## src/rtl/random_range.sv

```systemverilog
// -----------------------------------------------------------------------------
// random_range
//   Produces a uniformly distributed number in [0, limit) from a free-running
//   random word using bounded rejection sampling.
//
//   Each candidate is the low W bits of random_val ANDed with the smallest
//   all-ones mask covering limit-1. A candidate below the limit is returned.
//   A candidate at or above the limit is rejected and the next cycle's random
//   word is tried instead. After MAX_TRIES consecutive rejections the last
//   candidate is folded back into range (cand - limit) and flagged as a
//   fallback result. This keeps the worst-case latency bounded.
//
// Parameters
//   W          width of limit and value (2..32)
//   MAX_TRIES  maximum sampling attempts per request (2..255)
//
// Ports
//   clk           system clock, all state on rising edge
//   reset         asynchronous, active-high reset
//   random_val    free-running random word, new value every cycle
//   req_valid     request for a number in [0, limit)
//   req_ready     high when a request can be accepted (IDLE)
//   limit         exclusive upper bound, sampled on accept
//   out_valid     value holds a result (DONE)
//   out_ready     consumer accepts the result
//   value         result, 0 <= value < max(limit,1)
//   fallback      result came from the fallback path (qualified by out_valid)
//   reject_count  saturating count of rejected candidates since reset
// -----------------------------------------------------------------------------
module random_range #(
  parameter int W         = 16,
  parameter int MAX_TRIES = 16
) (
  input  logic         clk,
  input  logic         reset,
  input  logic [31:0]  random_val,
  input  logic         req_valid,
  output logic         req_ready,
  input  logic [W-1:0] limit,
  output logic         out_valid,
  input  logic         out_ready,
  output logic [W-1:0] value,
  output logic         fallback,
  output logic [15:0]  reject_count
);

  localparam int LOG_W = $clog2(W);

  typedef enum logic [1:0] {
    IDLE   = 2'd0,
    SAMPLE = 2'd1,
    DONE   = 2'd2
  } state_t;

  state_t         state_reg, state_next;

  logic [W-1:0]   lim_reg;
  logic [W-1:0]   mask_reg;
  logic [7:0]     try_reg;
  logic [W-1:0]   value_reg;
  logic           fallback_reg;
  logic [15:0]    reject_reg;

  logic           accept;
  logic           trivial_limit;
  logic [W-1:0]   cand;
  logic           cand_hit;
  logic           last_try;

  // ---------------------------------------------------------------------------
  // Mask generation: smear the highest set bit of (limit-1) into every lower
  // position, giving the smallest (2^k)-1 that is >= limit-1. Done with a
  // logarithmic OR-shift chain so the depth is log2(W) rather than W.
  // ---------------------------------------------------------------------------
  logic [W-1:0] smear [0:LOG_W];

  assign smear[0] = limit - W'(1);

  generate
    for (genvar gi = 0; gi < LOG_W; gi++) begin : g_smear
      assign smear[gi+1] = smear[gi] | (smear[gi] >> (1 << gi));
    end
  endgenerate

  // Upper random bits are not needed when W < 32.
  generate
    if (W < 32) begin : g_unused
      logic unused_random_hi;
      assign unused_random_hi = ^random_val[31:W];
    end
  endgenerate

  // ---------------------------------------------------------------------------
  // Shared combinational terms
  // ---------------------------------------------------------------------------
  assign accept        = req_valid && (state_reg == IDLE);
  assign trivial_limit = (limit < W'(2));
  assign cand          = random_val[W-1:0] & mask_reg;
  assign cand_hit      = (cand < lim_reg);
  // try_reg counts rejections already taken, so this is the final attempt.
  assign last_try      = (try_reg == 8'(MAX_TRIES - 1));

  // ---------------------------------------------------------------------------
  // FSM: state register
  // ---------------------------------------------------------------------------
  always_ff @(posedge clk or posedge reset) begin
    if (reset) begin
      state_reg <= IDLE;
    end else begin
      state_reg <= state_next;
    end
  end

  // ---------------------------------------------------------------------------
  // FSM: next-state logic
  // ---------------------------------------------------------------------------
  always_comb begin
    state_next = state_reg;
    case (state_reg)
      IDLE: begin
        if (req_valid) begin
          state_next = trivial_limit ? DONE : SAMPLE;
        end
      end
      SAMPLE: begin
        if (cand_hit || last_try) begin
          state_next = DONE;
        end
      end
      DONE: begin
        if (out_ready) begin
          state_next = IDLE;
        end
      end
      default: state_next = IDLE;
    endcase
  end

  // ---------------------------------------------------------------------------
  // FSM: outputs
  // ---------------------------------------------------------------------------
  always_comb begin
    req_ready = 1'b0;
    out_valid = 1'b0;
    case (state_reg)
      IDLE:    req_ready = 1'b1;
      DONE:    out_valid = 1'b1;
      default: ;
    endcase
  end

  // ---------------------------------------------------------------------------
  // Datapath: request latch, sampling, result and statistics
  // ---------------------------------------------------------------------------
  always_ff @(posedge clk or posedge reset) begin
    if (reset) begin
      lim_reg      <= '0;
      mask_reg     <= '0;
      try_reg      <= '0;
      value_reg    <= '0;
      fallback_reg <= 1'b0;
      reject_reg   <= '0;
    end else begin
      if (accept) begin
        lim_reg  <= limit;
        mask_reg <= smear[LOG_W];
        try_reg  <= '0;
        // Limits 0 and 1 have only one legal answer, resolved immediately.
        if (trivial_limit) begin
          value_reg    <= '0;
          fallback_reg <= 1'b0;
        end
      end else if (state_reg == SAMPLE) begin
        if (cand_hit) begin
          value_reg    <= cand;
          fallback_reg <= 1'b0;
        end else if (last_try) begin
          // cand <= mask <= 2*(lim-1), so cand - lim is always below lim.
          // This final candidate is resolved, not counted as a rejection.
          value_reg    <= cand - lim_reg;
          fallback_reg <= 1'b1;
        end else begin
          try_reg <= try_reg + 8'd1;
          if (reject_reg != 16'hFFFF) begin
            reject_reg <= reject_reg + 16'd1;
          end
        end
      end
    end
  end

  assign value        = value_reg;
  assign fallback     = fallback_reg;
  assign reject_count = reject_reg;

endmodule

```

## config.mk

```make
export PLATFORM = sky130hd
export DESIGN_NAME = random_range
export DESIGN_NICKNAME = d
export VERILOG_FILES = /design/src/rtl/random_range.sv
export SDC_FILE = /design/constraint.sdc
export NUM_CORES = 1
export LEC_CHECK = 0
export ABC_AREA = 1
export BUFFER_PORTS_ARGS = -buffer_cell sky130_fd_sc_hd__clkbuf_2
export CAP_MARGIN = 20
export CORE_MARGIN = 2
export CORE_UTILIZATION = 60
export CTS_BUF_LIST = sky130_fd_sc_hd__clkbuf_4 sky130_fd_sc_hd__clkbuf_8
export CTS_CLUSTER_SIZE = 30
export DETAILED_ROUTE_END_ITERATION = 16
export PLACE_DENSITY = 0.85
export SLEW_MARGIN = 20
export SYNTH_ARGS = -nofsm -noshare
export SYNTH_HDL_FRONTEND = slang
export SYNTH_SLANG_ARGS = --single-unit
```

## constraint.sdc

```tcl
create_clock -name clk -period 4.64 [get_ports clk]
set_input_delay 0.232 -clock clk [delete_from_list [all_inputs] [get_ports clk]]
set_output_delay 0.232 -clock clk [all_outputs]
set_load 0.02 [all_outputs]
```

; Yosys cells after proc, flatten, opt, wreduce, memory -nomap -nowiden
; Index checks and enable logic that the tools add are counted.
; Widths: inputs -> output; s select.
[word_totals]
output_inout_bits = 35
input_bits = 52
regBits = 75
[op_classes]
n_mux = 21
addsub = 4
order_cmp = 2
n_bitwise = 8
eq_ne = 10
reduce_logical = 9
[op_table]
columns = operator, n
row1 = $mux 16, 5
row2 = $mux 8, 4
row3 = $add 16x1->16 const B, 1
row4 = $and 16x16->16, 1
row5 = $lt 16x16->1, 1
row6 = $lt 16x2->1 const B, 1
row7 = $ne 16x16->1 const B, 1
row8 = $or 16x12->16, 1
row9 = $or 16x14->16, 1
row10 = $or 16x15->16, 1
row11 = $or 16x8->16, 1
row12 = $sub 16x1->16 const B, 1
row13 = $sub 16x16->16, 1
row14 = $ne 2x2->1 const B, 5
row15 = $reduce_and 3->1, 3
row16 = $add 8x1->8 const B, 1
row17 = $eq 8x4->1 const B, 1
row18 = $mux 2, 4
row19 = $mux 1, 7
row20 = $pmux 2 s3, 1
row21 = $reduce_and 5->1, 1
row22 = $not 1->1, 3
row23 = $reduce_bool 3->1, 1
row24 = $eq 2x1->1 const B, 1
row25 = 6 further kinds, 6

; Logic depth before layout (Yosys ltp)
[depth]
ltp_word = 6
depth_mapped = 17
ltp_nobuf = 16

; Least setup slack after synthesis
; No wires, ideal clock.
[synth_path]
kind = reg-to-reg
startpoint = register mask_reg[0]
endpoint = register value_reg[6], in the netlist value[6]
t_required_ps = 4524
t_arrival_ps = 1980
stages_incl_launch_ff = 17
path_buffers = 2
slack_ps = 2543
path_cell_list = dfrtp_1 > nand2_1 > ha_1 > inv_1 > fa_1 > nand3_1 > nand3_2 > nand2_1 > nand2_2 > nand2_2 > nand2_2 > buf_6 > buf_4 > nand3_1 > o21ai_0 > nand2_1 > nand2_1
[synth_between]
elab_chain_len = 6
word_cells_on_any_way = 9
classes_between = add/sub (1) / order compare (1) / mux (4) / bitwise (1) / reduce/logical (2)
[synth_lines]
columns = item, line
row1 = from (decl), 58  ; logic [W-1:0] mask_reg;
row2 = from (signal assigned), 166  ; mask_reg <= smear[LOG_W];
row3 = $and 16x16->16 *, 98  ; assign cand = random_val[W-1:0] & mask_reg;
row4 = $sub 16x16->16, 180  ; value_reg <= cand - lim_reg;
row5 = $mux 16, 177  ; end else if (last_try) begin
row6 = $mux 16, 174  ; if (cand_hit) begin
row7 = $mux 16, 173  ; end else if (state_reg == SAMPLE) begin
row8 = $mux 16, 164  ; if (accept) begin
row9 = to (signal assigned), 175  ; value_reg <= cand;
row10 = to (signal assigned), 180
row11 = to (decl), 60  ; logic [W-1:0] value_reg;
; Every way passes the cells marked *; elsewhere a longest branch is shown, timed or not. The select of a mux whose other input is x is not followed.
; A chain may end at the register's enable or synchronous reset.

; Final worst setup path
[layout_path]
startpoint = register mask_reg[0]
endpoint = register value_reg[14], in the netlist value[14]
; Same word-level chain as after synthesis.

==> results.ini <==
[clocking]
clkTransAtPathRegs_ns = 0.09
numCtsBuffers = 9
root_buffer = clkbuf_8
cts.sinks = 75
htreeDepth = 3
cts.repair.resized = 0
cts_tree = yes
clockBufferDepth = 2
worstSkewPairLatency_ns = 0.35
post_cts_buffers = 0
holdBufCountCts = 0

[logic_synthesis]
ys_seq_area_share_pct = 35.8
synth_common_cells = 280 x nand2_1, 130 x inv_1, 75 x dfrtp_1, 61 x nor2_1, 41 x nand3_1
synth.distinct_cells = 32
yosysMostFrequentCell = nand2_1
synth_top_cell_by_area = dfrtp_1
synth_fp_nets = 866
synth_ff_type = dfrtp_1
syn_inst = 793
yosys_register_bits = 75
synth_area_leaders = dfrtp_1 36%, nand2_1 20%, inv_1 9.3%
synthArstFlopShare_pct = 100
synth_edf_count = 0
syn_area_um2 = 5240
synth_warnings = 0
syn_area_per_cell_um2 = 6.61
synth_top_area_share_pct = 35.8

[pwr]
p_per_area_nw_per_um2 = 619
ir_drop_mv = 0.264
power_leakage_nw = 3.24

[sta]
setup_tns_ns = 0
skew_ns = 0.0193
final-setup-viol-count = 0
min_period_over_period_pct = 66.4
rsz0062_at_grt = no
hold_viol_final = 0
maxSlewHeadroom_pct = 38.1
post-route-min-period_ns = 3.08
fmax_ghz = 0.325
hold-worst-slack_ns = 0.132
drv_slew = 0
tightest_slew_ns = 0.929
setup_ws_ns = 1.56

[finish]
syn_to_final_growth_pct = 11.9
drive_gt1_share_pct = 13.4
stdcell_count = 971
fin_util_pct = 68.3
num_antenna_cells = 0
fin_nets = 931

[setup_path]
worst_ep_arrival_time_ns = 3.37
setup.worst_path.end_class = flop
cp.required_ns = 4.93
cp-start-kind = flop
crit_type = reg -> reg
r2r_end = value[14]
rrSetupSlack_ns = 1.56
crit_start = mask_reg[0]
reg2reg_depth = 15
regToRegStartpoint = mask_reg[0]
worstPathMaxFanout = 29

[route]
drt-initial-drc-count = 238
postRouteAntennaNets = 0
avgViaCountPerCell = 5.15
route.detailed.drc = 0
totalWireLength_um = 12200
vias = 5002
drtPass1Iterations = 5
wire_per_inst_um = 12.5

[grt]
grt_start_max_net_pins = 76
antenna_found_initial = 0
track_usage_pct = 26.1
grt_pass1_wl_um = 20500
grt_pass1_vias = 4686
overflow = 0

[die]
die_y_um = 97.5
die_x_um = 97.5
die-area_um2 = 9500
start_util_pct = 61.0
core-area_um2 = 8590
num_rows = 34
io_pins = 87

[placed_design]
portBuffers = 70
post-place-ws_ns = 1.64
dp_cells = 955
dp_hpwl_um = 9290
globalplace.congestion = 0.959

[status]
status = complete, no violations

[job]
drv_cap = 0

[hold_path]
hold_path_class = in -> async

[layout by cell type, fill, tap and decap left out, drive strengths merged]
cell,n
a21oi,12
a31oi,1
and2,1
buf,2
bufinv,2
clkbuf,81
clkinvlp,2
dfrtp,75
fa,1
ha,20
inv,135
nand2,285
nand3,43
nand3b,4
nand4,12
nor2,72
nor3,11
nor4,2
o21ai,73
o21bai,1
or2,3
xnor2,10
xor2,15
[worst max-delay path by stage]
stage / slack (ns) / to
CTS: 1.56 / value[14]
global placement: 1.72 / value[11]
detailed placement: 1.64 / value[5]
floorplan: 2.50 / fallback
global route: 1.23 / value[14]
finish: 1.56 / value[14]
[worst max-delay path: stages (launching register included)]
cell,delay [ns]
dfrtp_1,0.40
nand2_1,0.09
ha_1,0.14
inv_1,0.07
fa_1,0.45
nand3_1,0.14
nand3_2,0.11
nand2_1,0.10
nand2_2,0.08
nand2_2,0.07
nand2_2,0.35
nand3_1,0.24
nand2_1,0.42
nor2_1,0.22
nand2_1,0.09
nand2_1,0.06
[where the power goes]
group | switching (W) | internal, W
combinational | 0.00136 | 0.000660
clock | 0.000253 | 0.000326
sequential | 0.000146 | 0.000879
total | 0.00176 | 0.00187
[through the flow]
step / instance area (um^2) / total power (W)
finish: 5870 / 0.00363
global route: 5870 / 0.00395
CTS: 5870 / 0.00362
detailed placement: 5640 / 0.00303
global placement: 5640 / 0.00295
floorplan: 5240 / 0.00262
[metal layers]
layer / GRT usage [%] / vias to the layer above / wire length, um
li1: - / 2579 / -
met1: 34.6 / 2293 / 5630
met2: 44.4 / 109 / 5820
met3: 3.17 / 21 / 458
met4: 9.19 / 0 / 261
met5: 0 / - / 0
[kinds of logic (layout without fill, tap and decap cells)]
logic type                 Yosys count  after routing  synth area share (%)
DFF                                 75             75                  35.8
AOI/OAI and AO/OA                   87             87                  8.45
xor gates and xnor gates            25             25                  4.18
adders and majority gates           21             21                  5.16
and+or+nand+nor                    433            433                  34.8
buffers and inverters              152            222                  11.6
[cell type report]
type	instances	area (um^2)
multi-input cells	566	2760
well taps	108	135
repair buffers	72	365
fillers	762	2730
clock buffers	11	145
inverters	134	503
clock inverters	5	83.8
flip-flops and latches	75	1880
No activity file was read; power rests on OpenSTA's default activity.
